==> src/rtl/key_buffer_reader_if.sv <==
// Keypoint buffer reader bus: buffer head/occupancy, pop strobe, keypoint
// stream towards the descriptor/matcher stage, and frame bookkeeping.
// The master modport is the reader; the slave modport is its environment.
interface key_buffer_reader_if;
   logic [9:0]  i_count;
   logic [11:0] i_head_sin;
   logic [11:0] i_head_cos;
   logic [9:0]  i_head_x;
   logic [9:0]  i_head_y;
   logic        i_frame_end;
   logic        o_hit;
   logic        o_valid;
   logic        i_ready;
   logic [11:0] o_sin;
   logic [11:0] o_cos;
   logic [9:0]  o_coor_x;
   logic [9:0]  o_coor_y;
   logic [9:0]  o_kp_total;
   logic        o_done;

   modport master (
      input  i_count, i_head_sin, i_head_cos, i_head_x, i_head_y,
      input  i_frame_end, i_ready,
      output o_hit, o_valid, o_sin, o_cos, o_coor_x, o_coor_y,
      output o_kp_total, o_done
   );

   modport slave (
      output i_count, i_head_sin, i_head_cos, i_head_x, i_head_y,
      output i_frame_end, i_ready,
      input  o_hit, o_valid, o_sin, o_cos, o_coor_x, o_coor_y,
      input  o_kp_total, o_done
   );
endinterface

==> src/rtl/key_buffer_reader.sv <==
// Keypoint buffer reader: pops head entries from the keypoint buffer with a
// one-cycle hit, forwards them over valid/ready (one keypoint per cycle when
// downstream keeps up), enforces a per-frame budget of MAX_KP keypoints and
// pulses o_done once the buffer is drained after end-of-frame.
// Optional macro KEYBUF_RD_BORDER_EN: entries within BORDER pixels of the
// image edge are popped but dropped instead of forwarded.
module key_buffer_reader #(
   parameter logic [9:0] MAX_KP = 10'd100,
   parameter logic [9:0] BORDER = 10'd16,
   parameter logic [9:0] IMG_W  = 10'd640,
   parameter logic [9:0] IMG_H  = 10'd480
) (
   input  logic                i_clk,
   input  logic                i_rst,
   key_buffer_reader_if.master bus
);

   typedef enum logic [1:0] {
      IDLE    = 2'd0,
      HOLD    = 2'd1,
      DISCARD = 2'd2,
      DONE    = 2'd3
   } state_t;

   state_t      r_state;
   state_t      w_state_nxt;
   logic        r_fe_pending;
   logic        r_hit_q;      // a pop was issued last cycle
   logic [11:0] r_sin;
   logic [11:0] r_cos;
   logic [9:0]  r_x;
   logic [9:0]  r_y;
   logic [9:0]  r_kp_total;

   logic        w_pop;        // pop the head entry this cycle
   logic        w_take;       // load the head entry into the output regs
   logic        w_fe;         // end-of-frame seen (registered or arriving now)
   logic        w_has;        // buffer holds at least one entry
   logic        w_room;       // frame budget not yet exhausted
   logic        w_reject;     // head entry lies in the excluded border band

   assign w_fe   = r_fe_pending | bus.i_frame_end;
   assign w_has  = (bus.i_count != 10'd0);
   assign w_room = (r_kp_total < MAX_KP);

`ifdef KEYBUF_RD_BORDER_EN
   assign w_reject = (bus.i_head_x <  BORDER)          |
                     (bus.i_head_x >= (IMG_W - BORDER)) |
                     (bus.i_head_y <  BORDER)          |
                     (bus.i_head_y >= (IMG_H - BORDER));
`else
   logic w_unused_geom;
   assign w_reject      = 1'b0;
   assign w_unused_geom = ^{BORDER, IMG_W, IMG_H};
`endif

   // Next-state and pop/take decisions for the reader FSM.
   always_comb begin
      // NOTE: every output of this block gets a default first, so no path leaves a latch.
      w_state_nxt = r_state;
      w_pop       = 1'b0;
      w_take      = 1'b0;
      case (r_state)
         IDLE: begin
            // Head fields are only trusted when no pop was issued last cycle.
            if (w_has && !r_hit_q) begin
               if (w_room) begin
                  w_pop       = 1'b1;
                  w_take      = ~w_reject;
                  w_state_nxt = w_reject ? IDLE : HOLD;
               end else begin
                  w_state_nxt = DISCARD;
               end
            end else if (!w_has && w_fe) begin
               w_state_nxt = DONE;
            end
         end
         HOLD: begin
            // Accepting the current keypoint; refill in the same cycle if possible.
            if (bus.i_ready) begin
               if (w_has && w_room) begin
                  w_pop  = 1'b1;
                  w_take = ~w_reject;
                  if (w_reject) begin
                     w_state_nxt = IDLE;
                  end
               end else begin
                  w_state_nxt = IDLE;
               end
            end
         end
         DISCARD: begin
            // Drain over-budget entries, spacing pops so each sees settled occupancy.
            if (w_has) begin
               w_pop = ~r_hit_q;
            end else begin
               w_state_nxt = w_fe ? DONE : IDLE;
            end
         end
         DONE: begin
            w_state_nxt = IDLE;
         end
         default: begin
            w_state_nxt = IDLE;
         end
      endcase
   end

   // State, end-of-frame flag and pop history registers.
   always_ff @(posedge i_clk or posedge i_rst) begin
      if (i_rst) begin
         r_state      <= IDLE;
         r_fe_pending <= 1'b0;
         r_hit_q      <= 1'b0;
      end else begin
         // NOTE: sequential state uses non-blocking assignments so all registers update together.
         r_state      <= w_state_nxt;
         r_hit_q      <= w_pop;
         // A new end-of-frame wins over the clear performed in DONE.
         r_fe_pending <= bus.i_frame_end | (r_fe_pending & (r_state != DONE));
      end
   end

   // Output keypoint payload and per-frame keypoint counter.
   always_ff @(posedge i_clk or posedge i_rst) begin
      if (i_rst) begin
         // NOTE: payload registers are reset because they drive visible outputs that must read 0.
         r_sin      <= '0;
         r_cos      <= '0;
         r_x        <= '0;
         r_y        <= '0;
         r_kp_total <= '0;
      end else begin
         if (w_take) begin
            r_sin <= bus.i_head_sin;
            r_cos <= bus.i_head_cos;
            r_x   <= bus.i_head_x;
            r_y   <= bus.i_head_y;
         end
         if (r_state == DONE) begin
            r_kp_total <= '0;
         end else if (w_take && w_room) begin
            r_kp_total <= r_kp_total + 10'd1;
         end
      end
   end

   // The pop strobe is combinational; keep it quiet while reset is held.
   assign bus.o_hit      = w_pop & ~i_rst;
   assign bus.o_valid    = (r_state == HOLD);
   assign bus.o_done     = (r_state == DONE);
   assign bus.o_sin      = r_sin;
   assign bus.o_cos      = r_cos;
   assign bus.o_coor_x   = r_x;
   assign bus.o_coor_y   = r_y;
   assign bus.o_kp_total = r_kp_total;

endmodule

==> src/flat_wrapper.sv <==
// flat-port wrapper written by rule: the top's interface ports become plain ports
module key_buffer_reader_flat 
#(
   parameter logic [9:0] MAX_KP = 10'd100,
   parameter logic [9:0] BORDER = 10'd16,
   parameter logic [9:0] IMG_W  = 10'd640,
   parameter logic [9:0] IMG_H  = 10'd480
)
  (i_clk, i_rst, bus_i_count, bus_i_head_sin, bus_i_head_cos, bus_i_head_x, bus_i_head_y, bus_i_frame_end, bus_i_ready, bus_o_hit, bus_o_valid, bus_o_sin, bus_o_cos, bus_o_coor_x, bus_o_coor_y, bus_o_kp_total, bus_o_done);
  key_buffer_reader_if bus_i ();
  input  logic i_clk;
  input  logic i_rst;
  input wire logic [$bits(bus_i.i_count)-1:0] bus_i_count;
  input wire logic [$bits(bus_i.i_head_sin)-1:0] bus_i_head_sin;
  input wire logic [$bits(bus_i.i_head_cos)-1:0] bus_i_head_cos;
  input wire logic [$bits(bus_i.i_head_x)-1:0] bus_i_head_x;
  input wire logic [$bits(bus_i.i_head_y)-1:0] bus_i_head_y;
  input wire logic [$bits(bus_i.i_frame_end)-1:0] bus_i_frame_end;
  input wire logic [$bits(bus_i.i_ready)-1:0] bus_i_ready;
  output wire logic [$bits(bus_i.o_hit)-1:0] bus_o_hit;
  output wire logic [$bits(bus_i.o_valid)-1:0] bus_o_valid;
  output wire logic [$bits(bus_i.o_sin)-1:0] bus_o_sin;
  output wire logic [$bits(bus_i.o_cos)-1:0] bus_o_cos;
  output wire logic [$bits(bus_i.o_coor_x)-1:0] bus_o_coor_x;
  output wire logic [$bits(bus_i.o_coor_y)-1:0] bus_o_coor_y;
  output wire logic [$bits(bus_i.o_kp_total)-1:0] bus_o_kp_total;
  output wire logic [$bits(bus_i.o_done)-1:0] bus_o_done;
  assign bus_i.i_count = bus_i_count;
  assign bus_i.i_head_sin = bus_i_head_sin;
  assign bus_i.i_head_cos = bus_i_head_cos;
  assign bus_i.i_head_x = bus_i_head_x;
  assign bus_i.i_head_y = bus_i_head_y;
  assign bus_i.i_frame_end = bus_i_frame_end;
  assign bus_i.i_ready = bus_i_ready;
  assign bus_o_hit = bus_i.o_hit;
  assign bus_o_valid = bus_i.o_valid;
  assign bus_o_sin = bus_i.o_sin;
  assign bus_o_cos = bus_i.o_cos;
  assign bus_o_coor_x = bus_i.o_coor_x;
  assign bus_o_coor_y = bus_i.o_coor_y;
  assign bus_o_kp_total = bus_i.o_kp_total;
  assign bus_o_done = bus_i.o_done;
  key_buffer_reader #(.MAX_KP(MAX_KP), .BORDER(BORDER), .IMG_W(IMG_W), .IMG_H(IMG_H)) u_core (.i_clk(i_clk), .i_rst(i_rst), .bus(bus_i));
endmodule
==> config.mk <==
export PLATFORM = sky130hd
export DESIGN_NAME = key_buffer_reader_flat
export DESIGN_NICKNAME = d
export VERILOG_FILES = /design/src/rtl/key_buffer_reader_if.sv /design/src/rtl/key_buffer_reader.sv /design/src/flat_wrapper.sv
export SDC_FILE = /design/constraint.sdc
export NUM_CORES = 1
export LEC_CHECK = 0
export CAP_MARGIN = 10
export CORE_ASPECT_RATIO = 1.75
export CORE_MARGIN = 2
export CORE_UTILIZATION = 45
export CTS_BUF_LIST = sky130_fd_sc_hd__clkbuf_8
export CTS_CLUSTER_SIZE = 40
export DETAILED_ROUTE_END_ITERATION = 8
export PLACE_DENSITY = 0.87
export SKIP_CTS_REPAIR_TIMING = 1
export SYNTH_ARGS = -nofsm -noshare
export SYNTH_HDL_FRONTEND = slang
export SYNTH_SLANG_ARGS = --single-unit
export TNS_END_PERCENT = 10
==> constraint.sdc <==
create_clock -name i_clk -period 5.1 [get_ports i_clk]
set_clock_uncertainty 0.05 [all_clocks]
set_input_delay 1.02 -clock i_clk [delete_from_list [all_inputs] [get_ports i_clk]]
set_output_delay 1.02 -clock i_clk [all_outputs]
set_load 0.02 [all_outputs]
==> results of run 1 <==
sequential cells by signal, indices dropped and copies added, names as in the netlist:
register               count
u_core.bus.o_cos          12
u_core.bus.o_sin          12
u_core.bus.o_coor_x       10
u_core.bus.o_coor_y       10
u_core.bus.o_kp_total     10
u_core.r_state             2
u_core.r_fe_pending        1
u_core.r_hit_q             1
cell families after synthesis:
logic type	after synthesis	synth area share
simple gates	37	0.08145
flops	58	0.5943
mux	49	0.2541
fa+ha+maj	1	0.005122
compound gates	11	0.03484
buf+inv	12	0.03023
power breakdown:
part / total (mW) / internal, mW / switching, mW
combinational: 0.761 / 0.420 / 0.341
sequential: 0.687 / 0.589 / 0.0975
clock: 0.562 / 0.385 / 0.177
Yosys cell counts:
master and n:
a211oi_1 2, a21o_1 1, a21oi_1 3, a31oi_1 2, a41o_1 1, and2_1 3
and3_1 2, buf_2 2, buf_4 1, buf_6 3, clkbuf_1 3, dfrtp_1 58
ha_1 1, inv_1 3, mux2_2 24, mux2_4 20, mux2i_1 5, nand2_1 9
nand2b_1 1, nand3_1 1, nand3_2 1, nand3b_1 1, nand4_1 4, nor2_1 6
nor2b_1 2, nor3_1 3, nor4_1 2, nor4b_1 2, o311ai_2 1, o32ai_1 1
through the flow:
step	setup slack, ns	hold WS (ns)	instances
detailed placement	1.070	0.4417	330
CTS	1.045	0.4566	346
floorplan	1.857	0.4169	168
global placement	1.139	0.4361	330
global route	0.8490	0.4751	346
finish	1.069	0.4515	346
per-layer routing:
metal / up-vias / routed length, um / share of wire
met3: 16 / 308 / 0.054
met4: 0 / 197 / 0.035
li1: 833 / - / -
met5: - / 0 / 0
met1: 875 / 2036 / 0.36
met2: 83 / 3116 / 0.55
cell usage in the layout, fill, tap and decap left out, types with 3 or more instances in the layout:
cell type and instances:
a21oi_1 3, and2_1 3, bufinv_16 4, clkbuf_8 10, clkdlybuf4s50_1 114, dfrtp_1 58
inv_1 3, mux2_2 24, mux2_4 20, mux2i_1 5, nand2_1 9, nand4_1 4
nor2_1 6, nor3_1 3
path summary, 6_finish.rpt:
kind | start | end | slack [ns]
worst max-delay path | bus_i_count[1] | bus_o_hit | 1.07
worst min-delay path | u_core.bus.o_sin[10] | u_core.bus.o_sin[10] | 0.45
worst max register to register | u_core.bus.o_kp_total[2] | u_core.bus.o_coor_x[7] | 2.76
worst min register to register | u_core.bus.o_sin[10] | u_core.bus.o_sin[10] | 0.45
max in group asynchronous | i_rst | u_core.bus.o_cos[0] | 3.33
min in group asynchronous | i_rst | u_core.bus.o_coor_y[3] | 1.20
final cells by class:
cell class | count | share of cell area
tap | 55 | 0.01778
inverter | 3 | 0.002909
clock inverter | 6 | 0.03329
clock buffer | 10 | 0.03555
multi-input combinational | 98 | 0.2369
timing repair buffer | 116 | 0.2986
sequential | 58 | 0.3749
==> flow_summary.ini, run 1 <==
[outcome]
outcome = complete, no violations

[route]
drtPass1Iterations = 4
vias = 1807
finalWirelength_mm = 5.658
drc = 0
drtIter0Drc = 97
wl_per_cell_um = 16.35
vias_per_cell = 5.223
drtAntennaViolNets = 0

[global_route]
met1_usage = 0.2372
grt_pass1_vias = 1945
grt_max_degree = 59
grt.met3_usage = 0.03704
grt_pass1_wl_mm = 9.232
grtUsageMet2 = 0.3319
grt-busiest-layer = met2
grt_use_total = 0.2023
antenna_found_initial = 0
grt-ovfl-total = 0

[synthesis]
ys_seq_area_frac = 0.5943
syn_inst = 168
synthDistinctLibCells = 30
synth-seq-cells = 58
yosys.area.top_type_share = 0.5943
syn_avg_cell_area_sq_um = 14.54
synth_area_leaders = dfrtp_1, mux2_4, mux2_2
syn-cell-area_sq_um = 2442
ys_warn_count = 0
synth.largest_area_cell = dfrtp_1
synth_nets = 227

[setup_path]
cp_top_family = buffers and inverters
critPathArrivalTime_ns = 2.96
ff2ff_path_depth = 5
path_depth = 6
crit_path_end_kind = output pin
critPathMostFrequentCell = clkdlybuf4s50_1
path_buf_inv = 2
cp-start-kind = primary input
path_class = primary input to output pin
cpPeakStageDelay_ns = 0.54
cp_slowest_cell = clkdlybuf4s50_1
critPathMaxFanout = 12
crit_chain = clkdlybuf4s50_1 > nor4_1 > nand3_1 > nand3b_1 > a211oi_1 > clkdlybuf4s50_1
worstPathRequired_ns = 4.03

[sta]
fin_tns_setup_ns = 0
tightest_slew_ns = 0.7142
rsz0062_at_grt = false
hold_viol_final = 0
relSlewSlack = 0.5239
finalSetupViolCount = 0
slew_violations = 0
fin_crit_sh = 0.7903
period_needed_ns = 4.031
max_freq_mhz = 248.1

[cts]
cts_buffers = 9
cts.sinks = 58
clk_latency_ns = 0.32
clockBufferDepth = 2
cts_max_level = 3
path_clk_slew_ns = 0.06
cts_tree = done
cts-root-buf = clkbuf_8

[floorplan]
initial_core_util = 0.4648
die_h_um = 101.5
die_area_sq_um = 6056
core_area_sq_um = 5255
std_cell_rows = 35
ioPinCount = 115
die-width_um = 59.69

[pwr]
total_power_mw = 2.009
p_per_area_nw_per_um2 = 519.0
ir_drop_v = 0.0003366
p_leak_nw = 1.698

[cells_and_area]
fin_area_sq_um = 3871
seq_area_sq_um = 1451
drive_above_1_share = 0.2199
fin_nets = 345
multiInputGateArea_sq_um = 917.1
postLayoutCoreUtil = 0.7367
antenna_cells = 0
area_growth_pct = 58.50
fillers = 368

[min_path]
hold_depth = 1
hold_class = flip-flop to flip-flop

[placement]
place_congestion = 0.8694
port_buffers = 114
place_hpwl_mm = 4.070
place_area_sq_um = 3605

[run]
maxCapViolCount = 0
Note: power is estimated with default switching activity, not from simulation.
==> run 2, diff against run 1 <==
--- a/config.mk
+++ b/config.mk
@@ -8,11 +8,11 @@
 export CAP_MARGIN = 10
 export CORE_ASPECT_RATIO = 1.75
 export CORE_MARGIN = 2
-export CORE_UTILIZATION = 45
+export CORE_UTILIZATION = 38
 export CTS_BUF_LIST = sky130_fd_sc_hd__clkbuf_8
 export CTS_CLUSTER_SIZE = 40
 export DETAILED_ROUTE_END_ITERATION = 8
-export PLACE_DENSITY = 0.87
+export PLACE_DENSITY = 0.78
 export SKIP_CTS_REPAIR_TIMING = 1
 export SYNTH_ARGS = -nofsm -noshare
 export SYNTH_HDL_FRONTEND = slang
==> constraint.sdc (replaced) <==
create_clock -name i_clk -period 3.3 [get_ports i_clk]
set_clock_uncertainty 0.05 [all_clocks]
set_input_delay 0.66 -clock i_clk [delete_from_list [all_inputs] [get_ports i_clk]]
set_output_delay 0.66 -clock i_clk [all_outputs]
set_load 0.02 [all_outputs]
==> flow_summary.ini, run 2 (synthesis results as in run 1) <==
[outcome]
outcome = complete, no violations

[run]
maxCapViolCount = 0

[floorplan]
core_area_sq_um = 6228
ioPinCount = 115
die_h_um = 110.1
die-width_um = 64.60
initial_core_util = 0.3921
die_area_sq_um = 7110
std_cell_rows = 38

[cells_and_area]
area_growth_pct = 56.05
antenna_cells = 0
instances_no_fill = 372
fin_nets = 346
final_cell_mix = clkdlybuf4s50_1, dfrtp_1, mux2_2
final_common_cell = clkdlybuf4s50_1
drive_above_1_share = 0.2192

[global_route]
grt_pass1_vias = 1825
grt-busiest-layer = met2
grt-ovfl-total = 0
grtUsageMet2 = 0.2894
grt_max_degree = 59
antenna_found_initial = 0
grt_use_total = 0.1624
grt.met3_usage = 0.04569
grt_pass1_wl_mm = 8.397
met1_usage = 0.1610

[pwr]
power_switching_mw = 0.9269
p_clk_frac = 0.192
ir_drop_v = 0.0003479
p_leak_nw = 1.679
p_seq_frac = 0.383
switching_share = 0.3348
p_per_area_nw_per_um2 = 726.4
intPower_mw = 1.841
pwr-share-comb = 0.425

[placement]
pre_cts_slack_ns = 0.1306
place_hpwl_mm = 4.184
place_congestion = 0.7424
dp_cells = 356
port_buffers = 114

[sta]
hold-worst-slack_ns = 0.4524
fin_tns_setup_ns = 0
finalSetupViolCount = 0
relSlewSlack = 0.5301
setup_slack_ns = 0.5170
fin_crit_sh = 0.8433
rsz0062_at_grt = false
tightest_slew_ns = 0.7048
slew_violations = 0
period_needed_ns = 2.783
max_freq_mhz = 359.3
hold_viol_final = 0

[setup_path]
cp_top_family = compound AO/OA/AOI/OAI gates
cp-start-kind = flip-flop
crit_chain = o311ai_2 > and3_2 > nand3_2 > a211oi_1 > dlymetal6s2s_1
critPathMaxFanout = 8
cp_slowest_cell = dfrtp_1
path_buf_inv = 1
critPathArrivalTime_ns = 2.07
ff2ff_setup_slack_ns = 1.07
path_class = flip-flop to output pin
cpPeakStageDelay_ns = 0.47
crit_path_end_kind = output pin
worstPathRequired_ns = 2.59

[route]
vias_per_cell = 4.806
drc = 0
wl_per_cell_um = 15.09
vias = 1788
drtIter0Drc = 73
drtAntennaViolNets = 0
finalWirelength_mm = 5.614
drtPass1Iterations = 4

[cts]
cts-root-buf = clkbuf_8
clk_latency_ns = 0.33
cts.sinks = 58
cts_tree = done
cts_max_level = 3
clockBufferDepth = 2
cts_buffers = 9
path_clk_slew_ns = 0.06

[min_path]
hold_class = flip-flop to flip-flop
-- run 2: per-stage QoR --
stage / cell area [sq um] / total power [mW] / utilization
6_report: 3811 / 2.768 / 0.6119
5_1_grt: 3811 / 2.929 / 0.6119
4_1_cts: 3807 / 2.811 / 0.6113
3_5_place_dp: 3643 / 2.261 / 0.5850
3_3_place_gp: 3643 / 2.235 / 0.5850
2_1_floorplan: 2442 / 1.712 / -
-- run 2: layout make-up --
class | instances | area [sq um]
tap | 80 | 100.1
inverter | 3 | 11.26
clock inverter | 6 | 26.28
clock buffer | 10 | 137.6
sequential | 58 | 1451
multi-input combinational | 98 | 918.4
fill | 517 | 2417
timing repair buffer | 117 | 1166
-- run 2: power groups by stage --
stage          registers (mW)  clock network [mW]  logic (mW)
6_report                 1.06               0.531        1.18
5_1_grt                  1.09               0.597        1.24
4_1_cts                  1.06               0.554        1.20
3_5_place_dp             1.07                   0        1.19
3_3_place_gp             1.06                   0        1.17
2_1_floorplan            1.29                   0       0.418
-- run 2: worst paths after layout --
check                                              start                       end  cells after the start
worst min register to register      u_core.bus.o_sin[10]      u_core.bus.o_sin[10]                      1
max in group asynchronous                          i_rst       u_core.bus.o_cos[2]                      3
min in group asynchronous                          i_rst  u_core.bus.o_kp_total[8]                      3
worst max-delay path            u_core.bus.o_kp_total[2]                 bus_o_hit                      5
worst min-delay path                u_core.bus.o_sin[10]      u_core.bus.o_sin[10]                      1
worst max register to register  u_core.bus.o_kp_total[2]    u_core.bus.o_coor_y[5]                      5
-- run 2: per-layer routing --
| metal | vias to the layer above | wire [um] | part of all wire |
|---|---|---|---|
| li1 | 832 | - | - |
| met4 | 0 | 174 | 0.031 |
| met3 | 14 | 320 | 0.057 |
| met2 | 68 | 3207 | 0.57 |
| met1 | 874 | 1912 | 0.34 |
| met5 | - | 0 | 0 |
-- run 2: worst reg2reg max path, delay by kind of cell (launching register included) --
family / cells / cell delay, ns
buf+inv: 1 / 0.56
compound gates: 1 / 0.16
simple gates: 2 / 0.40
flops: 1 / 0.48
mux: 1 / 0.45
==> run 3, diff against run 2 <==
--- a/config.mk
+++ b/config.mk
@@ -8,11 +8,11 @@
 export CAP_MARGIN = 10
 export CORE_ASPECT_RATIO = 1.75
 export CORE_MARGIN = 2
-export CORE_UTILIZATION = 38
+export CORE_UTILIZATION = 42
 export CTS_BUF_LIST = sky130_fd_sc_hd__clkbuf_8
 export CTS_CLUSTER_SIZE = 40
 export DETAILED_ROUTE_END_ITERATION = 8
-export PLACE_DENSITY = 0.78
+export PLACE_DENSITY = 0.82
 export SKIP_CTS_REPAIR_TIMING = 1
 export SYNTH_ARGS = -nofsm -noshare
 export SYNTH_HDL_FRONTEND = slang
==> constraint.sdc (replaced) <==
create_clock -name i_clk -period 2.9 [get_ports i_clk]
set_clock_uncertainty 0.05 [all_clocks]
set_input_delay 0.58 -clock i_clk [delete_from_list [all_inputs] [get_ports i_clk]]
set_output_delay 0.58 -clock i_clk [all_outputs]
set_load 0.02 [all_outputs]
==> flow_summary.ini, run 3 (synthesis results as in run 1) <==
[outcome]
outcome = complete, no violations

[global_route]
grt_use_total = 0.2003
met1_usage = 0.2272
grt-ovfl-total = 0
grtUsageMet2 = 0.3211
grt_max_degree = 48
antenna_found_initial = 0
grt.met3_usage = 0.06064
grt-busiest-layer = met2
grt_pass1_vias = 1938
grt_pass1_wl_mm = 9.418

[sta]
fin_crit_sh = 0.8929
hold-worst-slack_ns = 0.4530
finalSetupViolCount = 0
tightest_slew_ns = 0.7177
relSlewSlack = 0.5215
slew_violations = 0
max_freq_mhz = 386.2
period_needed_ns = 2.589
hold_viol_final = 0
rsz0062_at_grt = false
fin_tns_setup_ns = 0

[cts]
clockBufferDepth = 2
cts.sinks = 58
cts_max_level = 3
path_clk_slew_ns = 0.06
cts-root-buf = clkbuf_8
clk_latency_ns = 0.33
cts_tree = done
cts_buffers = 9

[cells_and_area]
area_growth_pct = 58.40
fin_area_sq_um = 3869
drive_above_1_share = 0.2271
antenna_cells = 0
final_common_cell = clkdlybuf4s50_1
fin_nets = 350
final_cell_mix = clkdlybuf4s50_1, dfrtp_1, mux2_2
postLayoutCoreUtil = 0.6927

[run]
maxCapViolCount = 0

[floorplan]
die-width_um = 61.65
ioPinCount = 115
std_cell_rows = 36
die_area_sq_um = 6465
core_area_sq_um = 5585
initial_core_util = 0.4373
die_h_um = 104.9

[route]
drtAntennaViolNets = 0
drtIter0Drc = 86
finalWirelength_mm = 5.859
vias_per_cell = 4.965
wl_per_cell_um = 15.79
drtPass1Iterations = 4
drc = 0
vias = 1842

[min_path]
hold_class = flip-flop to flip-flop
hold_depth = 1

[pwr]
ir_drop_v = 0.0004362
p_leak_nw = 1.706
p_per_area_nw_per_um2 = 844.5
total_power_mw = 3.267

[setup_path]
path_class = primary input to output pin
critPathArrivalTime_ns = 1.96
crit_path_end_kind = output pin
worstPathRequired_ns = 2.27
cp-start-kind = primary input
ff2ff_path_depth = 5
crit_chain = clkdlybuf4s50_1 > nor4_1 > nand3_1 > nand3b_1 > a211oi_1 > dlymetal6s2s_1
critPathMaxFanout = 3
cp_slowest_cell = clkdlybuf4s50_1
cpPeakStageDelay_ns = 0.41

[placement]
port_buffers = 114
place_area_sq_um = 3681
place_hpwl_mm = 4.339
place_congestion = 0.8263
run 3: changes by cell type in the layout (fill, tap and decap cells not counted), sizes merged:
| cell | change |
|---|---|
| buf | +4 |
| inv | -1 |
| clkinv | -1 |
| bufinv | +1 |
run 3: path summary, 6_finish.rpt:
kind                                                from                        to  slack (ns)
worst min-delay path                 u_core.bus.o_cos[4]       u_core.bus.o_cos[4]        0.45
worst max-delay path                      bus_i_count[1]                 bus_o_hit        0.31
min in group asynchronous                          i_rst    u_core.bus.o_coor_y[6]        0.62
worst max register to register  u_core.bus.o_kp_total[3]       u_core.bus.o_cos[5]        0.79
max in group asynchronous                          i_rst  u_core.bus.o_kp_total[6]        1.61
worst min register to register       u_core.bus.o_cos[4]       u_core.bus.o_cos[4]        0.45
run 3: layout make-up:
class / instances / area [sq um]
fillers: 429 / 1717
flip-flops and latches: 58 / 1451
repair buffers: 121 / 1209
multi-input cells: 98 / 917.1
clock buffers: 10 / 137.6
well taps: 76 / 95.09
clock inverters: 5 / 47.55
inverters: 3 / 11.26
run 3: report_power, final:
part,total (mW),switching [mW],internal [mW]
sequential,1.19,0.154,1.04
combinational,1.38,0.620,0.757
clock,0.699,0.293,0.406
run 3: critical path, delay by kind of cell:
family / cells / cell delay, ns
AO/OA/AOI/OAI: 1 / 0.08
AND/OR/NAND/NOR: 3 / 0.68
buffers and inverters: 2 / 0.62
run 3: metrics by stage:
step,worst slack [ns],std cells
floorplan,0.3202,168
global placement,0.07342,356
detailed placement,-0.005917,356
CTS,-0.04954,371
global route,0.2290,371
finish,0.3107,371
run 3: routing by layer:
metal  routed length [um]  part of all wire  up-vias
met5                    0                 0        -
met4                  210             0.036        0
met3                  392             0.067       18
met2                 3009              0.51       83
met1                 2248              0.38      895
li1                     -                 -      846
